$ cat config.mk
export PLATFORM = sky130hd
export DESIGN_NAME = count_mode_scheduler
export DESIGN_NICKNAME = d
export VERILOG_FILES = /design/src/rtl/count_sched_pkg.sv /design/src/rtl/sched_cycle_timer.sv /design/src/rtl/count_mode_scheduler.sv
export SDC_FILE = /design/constraint.sdc
export NUM_CORES = 1
export LEC_CHECK = 0
export ABC_AREA = 1
export BUFFER_PORTS_ARGS = -buffer_cell sky130_fd_sc_hd__buf_4
export CORE_MARGIN = 3
export CORE_UTILIZATION = 50
export CTS_CLUSTER_SIZE = 20
export DETAILED_ROUTE_END_ITERATION = 12
export HOLD_SLACK_MARGIN = 0.08
export PLACE_DENSITY_LB_ADDON = 0.08
export SETUP_SLACK_MARGIN = 0.02
export SYNTH_ARGS = -nofsm -noshare
export SYNTH_HDL_FRONTEND = slang
export SYNTH_SLANG_ARGS = --single-unit
$ cat constraint.sdc
create_clock -name Clk -period 2.1 [get_ports Clk]
set_input_delay 0 -clock Clk [delete_from_list [all_inputs] [get_ports Clk]]
set_output_delay 0 -clock Clk [all_outputs]
set_load 0.03 [all_outputs]
$ cat src/rtl/count_sched_pkg.sv
// count_sched_pkg
//   Shared definitions for count_mode_scheduler and its phase timer:
//   default widths, the legacy state encoding constants and the FSM
//   state enumeration built on them.
//   Optional feature macro used by the top: SCHED_ABORT_EN.
package count_sched_pkg;

    localparam int unsigned CYC_W_DEF = 4;
    localparam int unsigned RND_W_DEF = 3;

    localparam logic [2:0] ST_IDLE     = 3'd0;
    localparam logic [2:0] ST_CLEAR    = 3'd1;
    localparam logic [2:0] ST_RUN_BIN  = 3'd2;
    localparam logic [2:0] ST_RUN_GRAY = 3'd3;
    localparam logic [2:0] ST_FINISH   = 3'd4;

    typedef enum logic [2:0] {
        S_IDLE     = ST_IDLE,
        S_CLEAR    = ST_CLEAR,
        S_RUN_BIN  = ST_RUN_BIN,
        S_RUN_GRAY = ST_RUN_GRAY,
        S_FINISH   = ST_FINISH
    } sched_state_e;

    // States in which the schedule owns the counter (Busy high).
    function automatic logic is_active(input sched_state_e s);
        return (s == S_CLEAR) || (s == S_RUN_BIN) || (s == S_RUN_GRAY);
    endfunction

endpackage

$ cat src/rtl/sched_cycle_timer.sv
// sched_cycle_timer
//   Down-counting phase timer. Loaded with (cycles-1) on phase entry,
//   decremented once per phase cycle; zero_o marks the last cycle of
//   the phase. Decrement stops at zero, so the count never wraps.
//   Ports:
//     clk_i, rst_ni  clock, asynchronous active-low reset
//     load_i         load load_val_i (takes priority over dec_i)
//     load_val_i     value to load
//     dec_i          decrement request (ignored at zero)
//     zero_o         count is zero
module sched_cycle_timer
    import count_sched_pkg::*;
#(
    parameter int unsigned W = CYC_W_DEF
) (
    input  logic         clk_i,
    input  logic         rst_ni,
    input  logic         load_i,
    input  logic [W-1:0] load_val_i,
    input  logic         dec_i,
    output logic         zero_o
);

    logic [W-1:0] cnt_q;
    logic [W-1:0] cnt_d;

    always_comb begin
        cnt_d = cnt_q;
        if (load_i) begin
            cnt_d = load_val_i;
        end else if (dec_i && (cnt_q != '0)) begin
            cnt_d = cnt_q - 1'b1;
        end
    end

    always_ff @(posedge clk_i or negedge rst_ni) begin
        if (!rst_ni) begin
            cnt_q <= '0;
        end else begin
            cnt_q <= cnt_d;
        end
    end

    assign zero_o = (cnt_q == '0);

endmodule

$ cat src/rtl/count_mode_scheduler.sv
// count_mode_scheduler
//   Sequences a 3-bit counter through a schedule: one CLEAR cycle, then
//   Rounds repetitions of BinCycles enabled cycles with Mode=0 followed
//   by GrayCycles enabled cycles with Mode=1, then a one-cycle Done.
//   Optional macro SCHED_ABORT_EN adds the Abort input.
//   Ports:
//     Clk, nReset           clock, asynchronous active-low reset
//     Start                 begin a schedule (sampled only in IDLE)
//     BinCycles/GrayCycles  enabled cycles per round in each mode
//     Rounds                number of Bin+Gray rounds
//     Abort                 (SCHED_ABORT_EN only) end schedule early
//     Mode, CntEnable, CntClear  counter controls
//     Busy, Done            schedule status
module count_mode_scheduler
    import count_sched_pkg::*;
#(
    parameter int unsigned CYC_W = CYC_W_DEF,
    parameter int unsigned RND_W = RND_W_DEF
) (
    input  logic             Clk,
    input  logic             nReset,
    input  logic             Start,
    input  logic [CYC_W-1:0] BinCycles,
    input  logic [CYC_W-1:0] GrayCycles,
    input  logic [RND_W-1:0] Rounds,
`ifdef SCHED_ABORT_EN
    input  logic             Abort,
`endif
    output logic             Mode,
    output logic             CntEnable,
    output logic             CntClear,
    output logic             Busy,
    output logic             Done
);

    sched_state_e     state_q, state_d;
    logic [CYC_W-1:0] bin_q, bin_d;
    logic [CYC_W-1:0] gray_q, gray_d;
    logic [RND_W-1:0] rnd_q, rnd_d;
    logic             mode_q, en_q, clr_q, busy_q, done_q;

    logic             tmr_load, tmr_dec, tmr_zero;
    logic [CYC_W-1:0] tmr_val;

    // First phase of every round: Bin unless Bin is empty.
    sched_state_e     first_state;
    logic [CYC_W-1:0] first_val;

    assign first_state = (bin_q != '0) ? S_RUN_BIN : S_RUN_GRAY;
    assign first_val   = (bin_q != '0) ? (bin_q - 1'b1) : (gray_q - 1'b1);

    always_comb begin
        state_d  = state_q;
        bin_d    = bin_q;
        gray_d   = gray_q;
        rnd_d    = rnd_q;
        tmr_load = 1'b0;
        tmr_val  = '0;
        tmr_dec  = 1'b0;
        case (state_q)
            S_IDLE: begin
                if (Start) begin
                    state_d = S_CLEAR;
                    bin_d   = BinCycles;
                    gray_d  = GrayCycles;
                    rnd_d   = Rounds;
                end
            end
            S_CLEAR: begin
                if ((rnd_q == '0) || ((bin_q == '0) && (gray_q == '0))) begin
                    state_d = S_FINISH;
                end else begin
                    state_d  = first_state;
                    tmr_load = 1'b1;
                    tmr_val  = first_val;
                end
            end
            S_RUN_BIN, S_RUN_GRAY: begin
                if (!tmr_zero) begin
                    tmr_dec = 1'b1;
                end else if ((state_q == S_RUN_BIN) && (gray_q != '0)) begin
                    state_d  = S_RUN_GRAY;
                    tmr_load = 1'b1;
                    tmr_val  = gray_q - 1'b1;
                end else begin
                    // End of round: restart the round directly, no CLEAR.
                    rnd_d = rnd_q - 1'b1;
                    if (rnd_q != RND_W'(1)) begin
                        state_d  = first_state;
                        tmr_load = 1'b1;
                        tmr_val  = first_val;
                    end else begin
                        state_d = S_FINISH;
                    end
                end
            end
            S_FINISH: state_d = S_IDLE;
            default:  state_d = S_IDLE;
        endcase
`ifdef SCHED_ABORT_EN
        if (Abort && is_active(state_q)) begin
            state_d  = S_FINISH;
            tmr_load = 1'b0;
            tmr_dec  = 1'b0;
        end
`endif
    end

    // Outputs are registered from the next state so they line up with it.
    always_ff @(posedge Clk or negedge nReset) begin
        if (!nReset) begin
            state_q <= S_IDLE;
            bin_q   <= '0;
            gray_q  <= '0;
            rnd_q   <= '0;
            mode_q  <= 1'b0;
            en_q    <= 1'b0;
            clr_q   <= 1'b0;
            busy_q  <= 1'b0;
            done_q  <= 1'b0;
        end else begin
            state_q <= state_d;
            bin_q   <= bin_d;
            gray_q  <= gray_d;
            rnd_q   <= rnd_d;
            mode_q  <= (state_d == S_RUN_GRAY);
            en_q    <= (state_d == S_RUN_BIN) || (state_d == S_RUN_GRAY);
            clr_q   <= (state_d == S_CLEAR);
            busy_q  <= is_active(state_d);
            done_q  <= (state_d == S_FINISH);
        end
    end

    sched_cycle_timer #(
        .W(CYC_W)
    ) u_timer (
        .clk_i      (Clk),
        .rst_ni     (nReset),
        .load_i     (tmr_load),
        .load_val_i (tmr_val),
        .dec_i      (tmr_dec),
        .zero_o     (tmr_zero)
    );

    assign Mode      = mode_q;
    assign CntEnable = en_q;
    assign CntClear  = clr_q;
    assign Busy      = busy_q;
    assign Done      = done_q;

endmodule

=== Word level (Yosys, flattened, before mapping) ===
Cells that the tools add are included.

* Divide/modulo/power cells: 0
* Eq/ne operators: 11
* Mux-type cells: 26
* $mul: 0
* Reduce and logical (&&, ||, !) cells: 20
* Magnitude comparators: 0
* Bitwise operators: 0
* Shifts and indexed selects: 0
* $add $sub $neg: 4

{| class="wikitable"
|+ Operators by type and width
! operator !! number
|-
| 4-bit 2-to-1 mux || 7
|-
| 3-bit 2-to-1 mux || 8
|-
| 3-bit by 2-bit equality test with 1-bit output (second input constant) || 4
|-
| 4-bit logical NOT || 3
|-
| 4-bit nonzero test || 3
|-
| 4-bit by 1-bit subtractor with 4-bit output (second input constant) || 3
|-
| 3-bit case mux with 3 select lines || 1
|-
| 4-bit case mux with 2 select lines || 1
|-
| 1-bit 2-to-1 mux || 7
|-
| 3-bit by 1-bit equality test with 1-bit output (second input constant) || 2
|-
| 3-bit logical NOT || 2
|-
| 2-bit inequality test (second input constant) || 3
|-
| 3-bit case mux with 2 select lines || 1
|-
| 1-bit logical OR || 4
|-
| 4-bit AND reduction || 1
|-
| 2-bit nonzero test || 2
|-
| 3-bit equality test (second input constant) || 1
|-
| 1-bit logical AND || 3
|-
| 3-bit by 1-bit inequality test with 1-bit output (second input constant) || 1
|-
| 3-bit by 1-bit subtractor with 3-bit output (second input constant) || 1
|-
| 1-bit case mux with 2 select lines || 1
|-
| 2-bit AND reduction || 1
|-
| 2-bit OR reduction || 1
|}

* Word-level logic and storage cells: 71
* Register bits: 23
* Output and inout bits: 5
* Latch bits: 0
* Input bits: 14
* Memories: 0
* Bits in writable memories: 0
* Memory bits (read-only): 0

=== Logic depth before layout (Yosys ltp) ===
Gate-level depths: netlist of the first run.

* Depth in word-level cells: 9
* Mapped depth: 12
* Gate-level depth less buffers: 12

=== By module ===
A second synthesis of the first run with hierarchy kept.

* Cells, all modules: 209
* Area, all modules: 1565.3 µm²

{| class="wikitable"
|+ Modules (own cells, without submodules)
! module !! cells an instance !! sequential area each (µm²) !! area an instance (µm²) !! instances
|-
| count_mode_scheduler || 163 || 475.5 || 1270.0 || 1
|-
| sched_cycle_timer || 46 || 100.1 || 295.3 || 1
|}

=== Worst setup path after synthesis of the first run ===
Ideal clock, no wire load.

* Kind: reg-to-reg
* Start: reg bin_q[0]
* End: reg u_timer.cnt_q[1]
* Path buffers: 0
* Required time: 1.983 ns
* Arrival time: 1.351 ns
* Library setup time: 0.117 ns
* Slack: 0.632 ns
* Stages on the path, launching flop included: 12
* Clock period less this slack: 1.468 ns
* Cell sequence: dfrtp_1 -> inv_1 -> ha_1 -> nand3_2 -> inv_2 -> nand2_1 -> nand3_2 -> inv_1 -> o21ai_0 -> nand2_1 -> nor2_1 -> nor2_1

* Word-level cells in the longest chain between the ends: 7
* Elaborated cells on any way between the ends: 15
* Those cells by class: 1 x add/sub; 9 x mux; 5 x reduce/logical

{| class="wikitable"
|+ RTL lines
! element !! RTL line !! source
|-
| from (decl) || count_mode_scheduler.sv:37 || <nowiki>logic [CYC_W-1:0] bin_q, bin_d;</nowiki>
|-
| from (signal assigned) || count_mode_scheduler.sv:123 || <nowiki>bin_q <= bin_d;</nowiki>
|-
| 4-bit by 1-bit subtractor with 4-bit output or 4-bit nonzero test (tied branches) || count_mode_scheduler.sv:50 || <nowiki>assign first_val = (bin_q != '0) ? (bin_q - 1'b1) : (gray_q - 1'b1);</nowiki>
|-
| 4-bit 2-to-1 mux || count_mode_scheduler.sv:50 ||
|-
| 4-bit 2-to-1 mux || count_mode_scheduler.sv:88 || <nowiki>if (rnd_q != RND_W'(1)) begin</nowiki>
|-
| 4-bit 2-to-1 mux || count_mode_scheduler.sv:81 || <nowiki>end else if ((state_q == S_RUN_BIN) && (gray_q != '0)) begin</nowiki>
|-
| 4-bit 2-to-1 mux || count_mode_scheduler.sv:79 || <nowiki>if (!tmr_zero) begin</nowiki>
|-
| 4-bit case mux with 2 select lines || count_mode_scheduler.sv:60 || <nowiki>case (state_q)</nowiki>
|-
| 4-bit 2-to-1 mux || sched_cycle_timer.sv:29 || <nowiki>if (load_i) begin</nowiki>
|-
| to (signal assigned) || sched_cycle_timer.sv:40 || <nowiki>cnt_q <= cnt_d;</nowiki>
|-
| to (decl) || sched_cycle_timer.sv:24 || <nowiki>logic [W-1:0] cnt_q;</nowiki>
|}

Parallel ways exist; a longest one is shown, timed or not.
A chain may end at the register's enable or synchronous reset.

=== Worst setup path in the final report of the first run ===
* Start: reg state_q[1]
* End: reg gray_q[2]

* Word-level cells in the longest chain between the ends: 2

{| class="wikitable"
|+ RTL lines
! element !! RTL line !! source
|-
| from (decl) || count_mode_scheduler.sv:36 || <nowiki>sched_state_e state_q, state_d;</nowiki>
|-
| from (signal assigned) || count_mode_scheduler.sv:122 || <nowiki>state_q <= state_d;</nowiki>
|-
| 3-bit logical NOT || count_mode_scheduler.sv:60 ||
|-
| 2-bit AND reduction (no line) || - ||
|-
| to (signal assigned) || count_mode_scheduler.sv:124 || <nowiki>gray_q <= gray_d;</nowiki>
|-
| to (decl) || count_mode_scheduler.sv:38 || <nowiki>logic [CYC_W-1:0] gray_q, gray_d;</nowiki>
|}

Every way passes these cells.

==> results of run 1 <==
==> power breakdown <==
part	switching, W	internal (W)
clock network	0.000130	0.0000743
registers	0	0.000443
logic	0.0000148	0.0000307
==> stage by stage <==
stage	hold slack, ns	util	power [W]	cell area, um2
after detailed placement	-0.0903	0.619	0.000478	1600
after floorplan	-0.296	-	0.000451	1440
after global placement	-0.0952	0.619	0.000478	1600
after global routing	0.122	0.683	0.000723	1770
after CTS	0.0892	0.683	0.000704	1770
final	0.102	0.683	0.000693	1770
==> layer usage <==
metal	up-vias	global-route usage	wire length, um
met3	5	0.0261	89
met2	20	0.337	1380
met1	593	0.240	1360
met4	0	0.0759	52
li1	670	-	-
met5	-	0	0
==> placed cells by master, fill, tap and decap left out <==
cell type,instances
nand2_1,58
nand2_4,2
nor2_4,1
nor2_8,1
o211ai_1,3
ha_1,9
xor2_1,2
nand3_4,1
o21ai_0,17
nand3_1,12
o21ai_1,1
xnor2_1,1
nor2_1,16
nand4_1,2
buf_4,18
inv_4,1
nand3_2,3
clkbuf_4,3
clkinv_2,1
a21oi_1,5
inv_2,4
dfrtp_1,23
dlygate4sd3_1,14
clkbuf_1,1
nor3_1,2
inv_1,24
==> sequential cells by signal (all words and copies together) (netlist names) <==
signal / count
gray_q: 4
Done: 1
Mode: 1
rnd_q: 3
bin_q: 4
u_timer.cnt_q: 4
CntClear: 1
CntEnable: 1
state_q: 3
Busy: 1
==> cell type report <==
cell class / instances / area, um2 / area share
multi-input cells: 136 / 738 / 0.417
flip-flops and latches: 23 / 576 / 0.325
repair buffers: 32 / 275 / 0.156
inverters: 30 / 116 / 0.0658
well taps: 30 / 37.5 / 0.0212
clock buffers: 4 / 26.3 / 0.0149
==> final timing paths <==
kind                                     to        startpoint  slack (ns)
min reg2reg                u_timer.cnt_q[1]  u_timer.cnt_q[1]        0.53
max in group asynchronous          bin_q[1]            nReset        1.78
min in group Clk                  gray_q[0]     GrayCycles[0]        0.43
max                               gray_q[2]        state_q[1]        0.25
min                                    Busy            nReset        0.10
max reg2reg                       gray_q[2]        state_q[1]        0.25
==> logic make-up after synthesis <==
kind of cell             Yosys count  share of synthesized area
XOR/XNOR                           3                     0.0183
AO/OA/AOI/OAI                     26                     0.0959
buffers and inverters             31                     0.0846
flip-flops                        23                      0.401
AND/OR/NAND/NOR                   98                      0.322
adder cells (fa/ha/maj)            9                     0.0785
==> repair_timing <==
action / CTS / global route
hold buffers: 14 / 0
setup buffers: 0 / 0
endpoints found under the hold margin: 36 / 0
==> flow_metrics.py, run 1 <==
metrics = {
    "outcome": {
        "outcome": "finished, final reports clean",
    },
    "worst_setup_path": {
        "critPathLaunchType": "register",
        "worstPathRequired_ns": 2.36,
        "critPathTopFamily": "buffers and inverters",
        "critPathBufInv": 2,
        "r2r_cells": 6,
        "max_stage_delay_ns": 0.54,
        "crit_arrival_ns": 2.11,
        "slowest_stage": "dlygate4sd3_1",
        "crit_top_cell": "nand2_1",
        "crit_type": "reg2reg",
        "crit_chain": "nor3_1 -> nand2_1 -> inv_1 -> nand2_1 -> nand2_1 -> dlygate4sd3_1",
        "path_max_fanout": 16,
        "end_kind": "register",
        "worstSetupPathDepth": 6,
    },
    "clock_tree": {
        "cts_sinks": 23,
        "clk_root_buffer_cell": "clkbuf_4",
        "clock_path_buffers": 2,
        "cts_resized": 0,
        "clk_pin_slew_ns": 0.12,
        "cts_tree": "done",
        "cts_buffers": 3,
        "ctsHtreeMaxLevel": 1,
        "clk_latency_ns": 0.31,
    },
    "synth": {
        "synthArstFlopShare": 1.00,
        "synthFlopType": "dfrtp_1",
        "ys_warn_count": 0,
        "syn-cell-area_um2": 1440,
        "synthTopCellsByArea": "dfrtp_1 40%, nand2_1 15%, ha_1 7.8%",
        "synth_edf_count": 0,
        "post_synth.cell_area_avg_um2": 7.55,
        "synth_cells": 190,
        "yosysSeqAreaShare": 0.401,
        "synth_top_area_cell": "dfrtp_1",
        "synth-seq-cells": 23,
        "yosys.area.top_type_share": 0.401,
        "yosys.cell_count.top_type": "nand2_1",
        "syn_nets": 213,
        "synth_cell_type_count": 23,
        "ys_top_cells_by_count": "58 x nand2_1, 24 x inv_1, 23 x dfrtp_1",
    },
    "die": {
        "io_pins": 19,
        "die_x_um": 59.6,
        "rows": 18,
        "die-area_um2": 3550,
        "initial_core_util": 0.554,
        "core_area_um2": 2590,
        "die_h_um": 59.6,
    },
    "global_route": {
        "grt_max_degree": 24,
        "grt_util_all_layers": 0.193,
        "antenna_found_initial": 0,
        "grt_pass1_wl_mm": 5.20,
        "grt_pass1_vias": 1253,
        "grt_overflow": 0,
    },
    "sta": {
        "rsz0062_at_grt": "false",
        "setup_viol": 0,
        "skew_ns": 0.00117,
        "max-slew-margin-rel": 0.735,
        "hold_viol_final": 0,
        "fin_setup_tns_ns": 0,
        "post-route-period-util": 0.879,
        "min_period_ns": 1.85,
        "slew_viol_final": 0,
        "fmaxAchievable_mhz": 542,
        "max_slew.worst_pin.slew_ns": 0.395,
        "worst_slack_ns": 0.255,
    },
    "power_and_ir_drop": {
        "irDropWorstVdd_mv": 0.392,
        "leakage_nw": 0.981,
        "powerDensity_nw_per_um2": 392,
    },
    "routing": {
        "dr.pass1.iters": 4,
        "num_vias": 1288,
        "routed_via_density": 5.05,
        "routed_wl_mm": 2.88,
        "wl_per_cell_um": 11.3,
        "drtAntennaViolNets": 0,
        "drt_iter0_drc": 29,
        "post-route-drc-count": 0,
    },
    "cells_and_area": {
        "areaGrowthSynthToFinish_pct": 23.3,
        "drive_above_1_share": 0.156,
        "num-nets-final": 249,
        "num-fill-cells": 208,
        "n_antenna_cell": 0,
        "layoutNonFillerInstCount": 255,
    },
    "min_path": {
        "hold_class": "in2async",
    },
    "place": {
        "place_hpwl_mm": 2.17,
        "gp_congestion": 0.878,
        "dp_cells": 237,
        "post-place-ws_ns": 0.378,
        "port_buffers": 18,
    },
    "job": {
        "cap_violations": 0,
    },
}
No activity file was read; power rests on OpenSTA's default activity.
==> inputs of run 2 (changes only) <==
- BUFFER_PORTS_ARGS: -buffer_cell sky130_fd_sc_hd__buf_4 -> -buffer_cell sky130_fd_sc_hd__buf_2
- REMOVE_ABC_BUFFERS: unset -> 1
==> run 2 against run 1 <==
Sequential power about the same. Sequential share of layout area is 0.83 points higher. Clock skew is 0.0015 ns higher. Sequential cell count is the same. Cell count unchanged. Count of clock-buffer cells in the layout decreased by 1. First-iteration DRC count up 72%. Register-to-register slack about the same. Via count fell by 1.6%.
==> flow_metrics.py, run 2 (synthesis results as in run 1) <==
metrics = {
    "place": {
        "gp_congestion": 0.881,
        "port_buffers": 18,
        "post-place-ws_ns": 0.428,
        "dp_cells": 237,
        "place_hpwl_mm": 2.06,
    },
    "clock_tree": {
        "cts_setup_buffers": 0,
        "cts_buffers": 3,
        "ctsHtreeMaxLevel": 1,
        "cts_sinks": 23,
        "clk_pin_slew_ns": 0.14,
        "clk_root_buffer_cell": "clkbuf_4",
        "cts_resized": 0,
        "clk_latency_ns": 0.32,
        "hold_buffers": 14,
        "cts_tree": "done",
        "clock_path_buffers": 2,
    },
    "global_route": {
        "grt_overflow": 0,
        "grt_max_degree": 24,
        "grt_pass1_wl_mm": 5.04,
        "antenna_found_initial": 0,
        "grt_util_all_layers": 0.187,
        "grt_pass1_vias": 1238,
    },
    "power_and_ir_drop": {
        "leakage_nw": 0.967,
        "power.total_w": 0.000699,
        "irDropWorstVdd_mv": 0.309,
        "powerDensity_nw_per_um2": 405,
    },
    "sta": {
        "worst_slack_ns": 0.258,
        "skew_ns": 0.00267,
        "hold_viol_final": 0,
        "slew_viol_final": 0,
        "post-route-period-util": 0.877,
        "fin_setup_tns_ns": 0,
        "max-slew-margin-rel": 0.665,
        "max_slew.worst_pin.slew_ns": 0.502,
        "setup_viol": 0,
        "min_period_ns": 1.84,
        "fmaxAchievable_mhz": 543,
        "rsz0062_at_grt": "false",
    },
    "die": {
        "die-area_um2": 3550,
        "die_x_um": 59.6,
        "core_area_um2": 2590,
        "io_pins": 19,
        "rows": 18,
        "die_h_um": 59.6,
        "initial_core_util": 0.554,
    },
    "worst_setup_path": {
        "end_kind": "register",
        "crit_type": "reg2reg",
        "worstPathRequired_ns": 2.37,
        "path_max_fanout": 16,
        "critPathLaunchType": "register",
        "crit_arrival_ns": 2.11,
    },
    "cells_and_area": {
        "areaGrowthSynthToFinish_pct": 20.2,
        "drive_above_1_share": 0.160,
        "num-nets-final": 249,
        "n_antenna_cell": 0,
        "reg.largest.list": "bin_q: 4 flops, gray_q: 4 flops, u_timer.cnt_q: 4 flops",
        "final_cell_mix": "58 x nand2_1, 24 x inv_1, 23 x dfrtp_1",
        "fin_util": 0.666,
        "layoutNonFillerInstCount": 255,
        "layout_commonest_cell": "nand2_1",
    },
    "routing": {
        "dr.pass1.iters": 4,
        "num_vias": 1268,
        "wl_per_cell_um": 11.2,
        "routed_wl_mm": 2.85,
        "post-route-drc-count": 0,
        "drtAntennaViolNets": 0,
        "drt_iter0_drc": 50,
        "routed_via_density": 4.97,
    },
    "outcome": {
        "outcome": "finished, final reports clean",
    },
    "min_path": {
        "hold_class": "in2async",
    },
    "job": {
        "cap_violations": 0,
    },
}
[run 2: area by class of cell]
cell class	instances	area (um2)
repair buffers	32	230
inverters	30	116
multi-input cells	136	738
clock buffers	3	22.5
well taps	30	37.5
fillers	215	865
flip-flops and latches	23	576
clock inverters	1	5.00
[run 2: worst max-delay path, cell delays in order (launching register included)]
cell and delay (ns):
dfrtp_1 0.43, nor3_1 0.18, nand2_1 0.16, inv_1 0.33, nand2_1 0.09, nand2_1 0.06
dlygate4sd3_1 0.53
[run 2: layer usage]
metal | up-vias | wire, um | GRT usage
li1 | 670 | - | -
met1 | 561 | 1370 | 0.228
met2 | 32 | 1320 | 0.326
met3 | 5 | 126 | 0.0261
met4 | 0 | 41 | 0.0791
met5 | - | 0 | 0
[run 2: path summary, 6_finish.rpt]
check                           slack [ns]  depth (start not counted)                to              from
worst max-delay path                  0.26                          6         gray_q[2]        state_q[1]
worst min-delay path                  0.16                          2              Mode            nReset
worst max register to register        0.26                          6         gray_q[2]        state_q[1]
worst min register to register        0.52                          2  u_timer.cnt_q[1]  u_timer.cnt_q[1]
max in group asynchronous             1.60                          2          bin_q[1]            nReset
min in group Clk                      0.42                          4          bin_q[0]      BinCycles[0]
[run 2: metrics by stage]
step                cell area, um2  hold WS, ns
floorplan                     1430       -0.296
global placement              1560     -0.00482
detailed placement            1560      0.00455
CTS                           1730        0.180
global route                  1730        0.205
finish                        1730        0.159
[run 2: report_power, final]
part	internal, W	leakage (nW)	switching (W)
registers	0.000443	0.238	0
logic	0.0000240	0.711	0.0000144
clock network	0.0000714	0.0177	0.000146
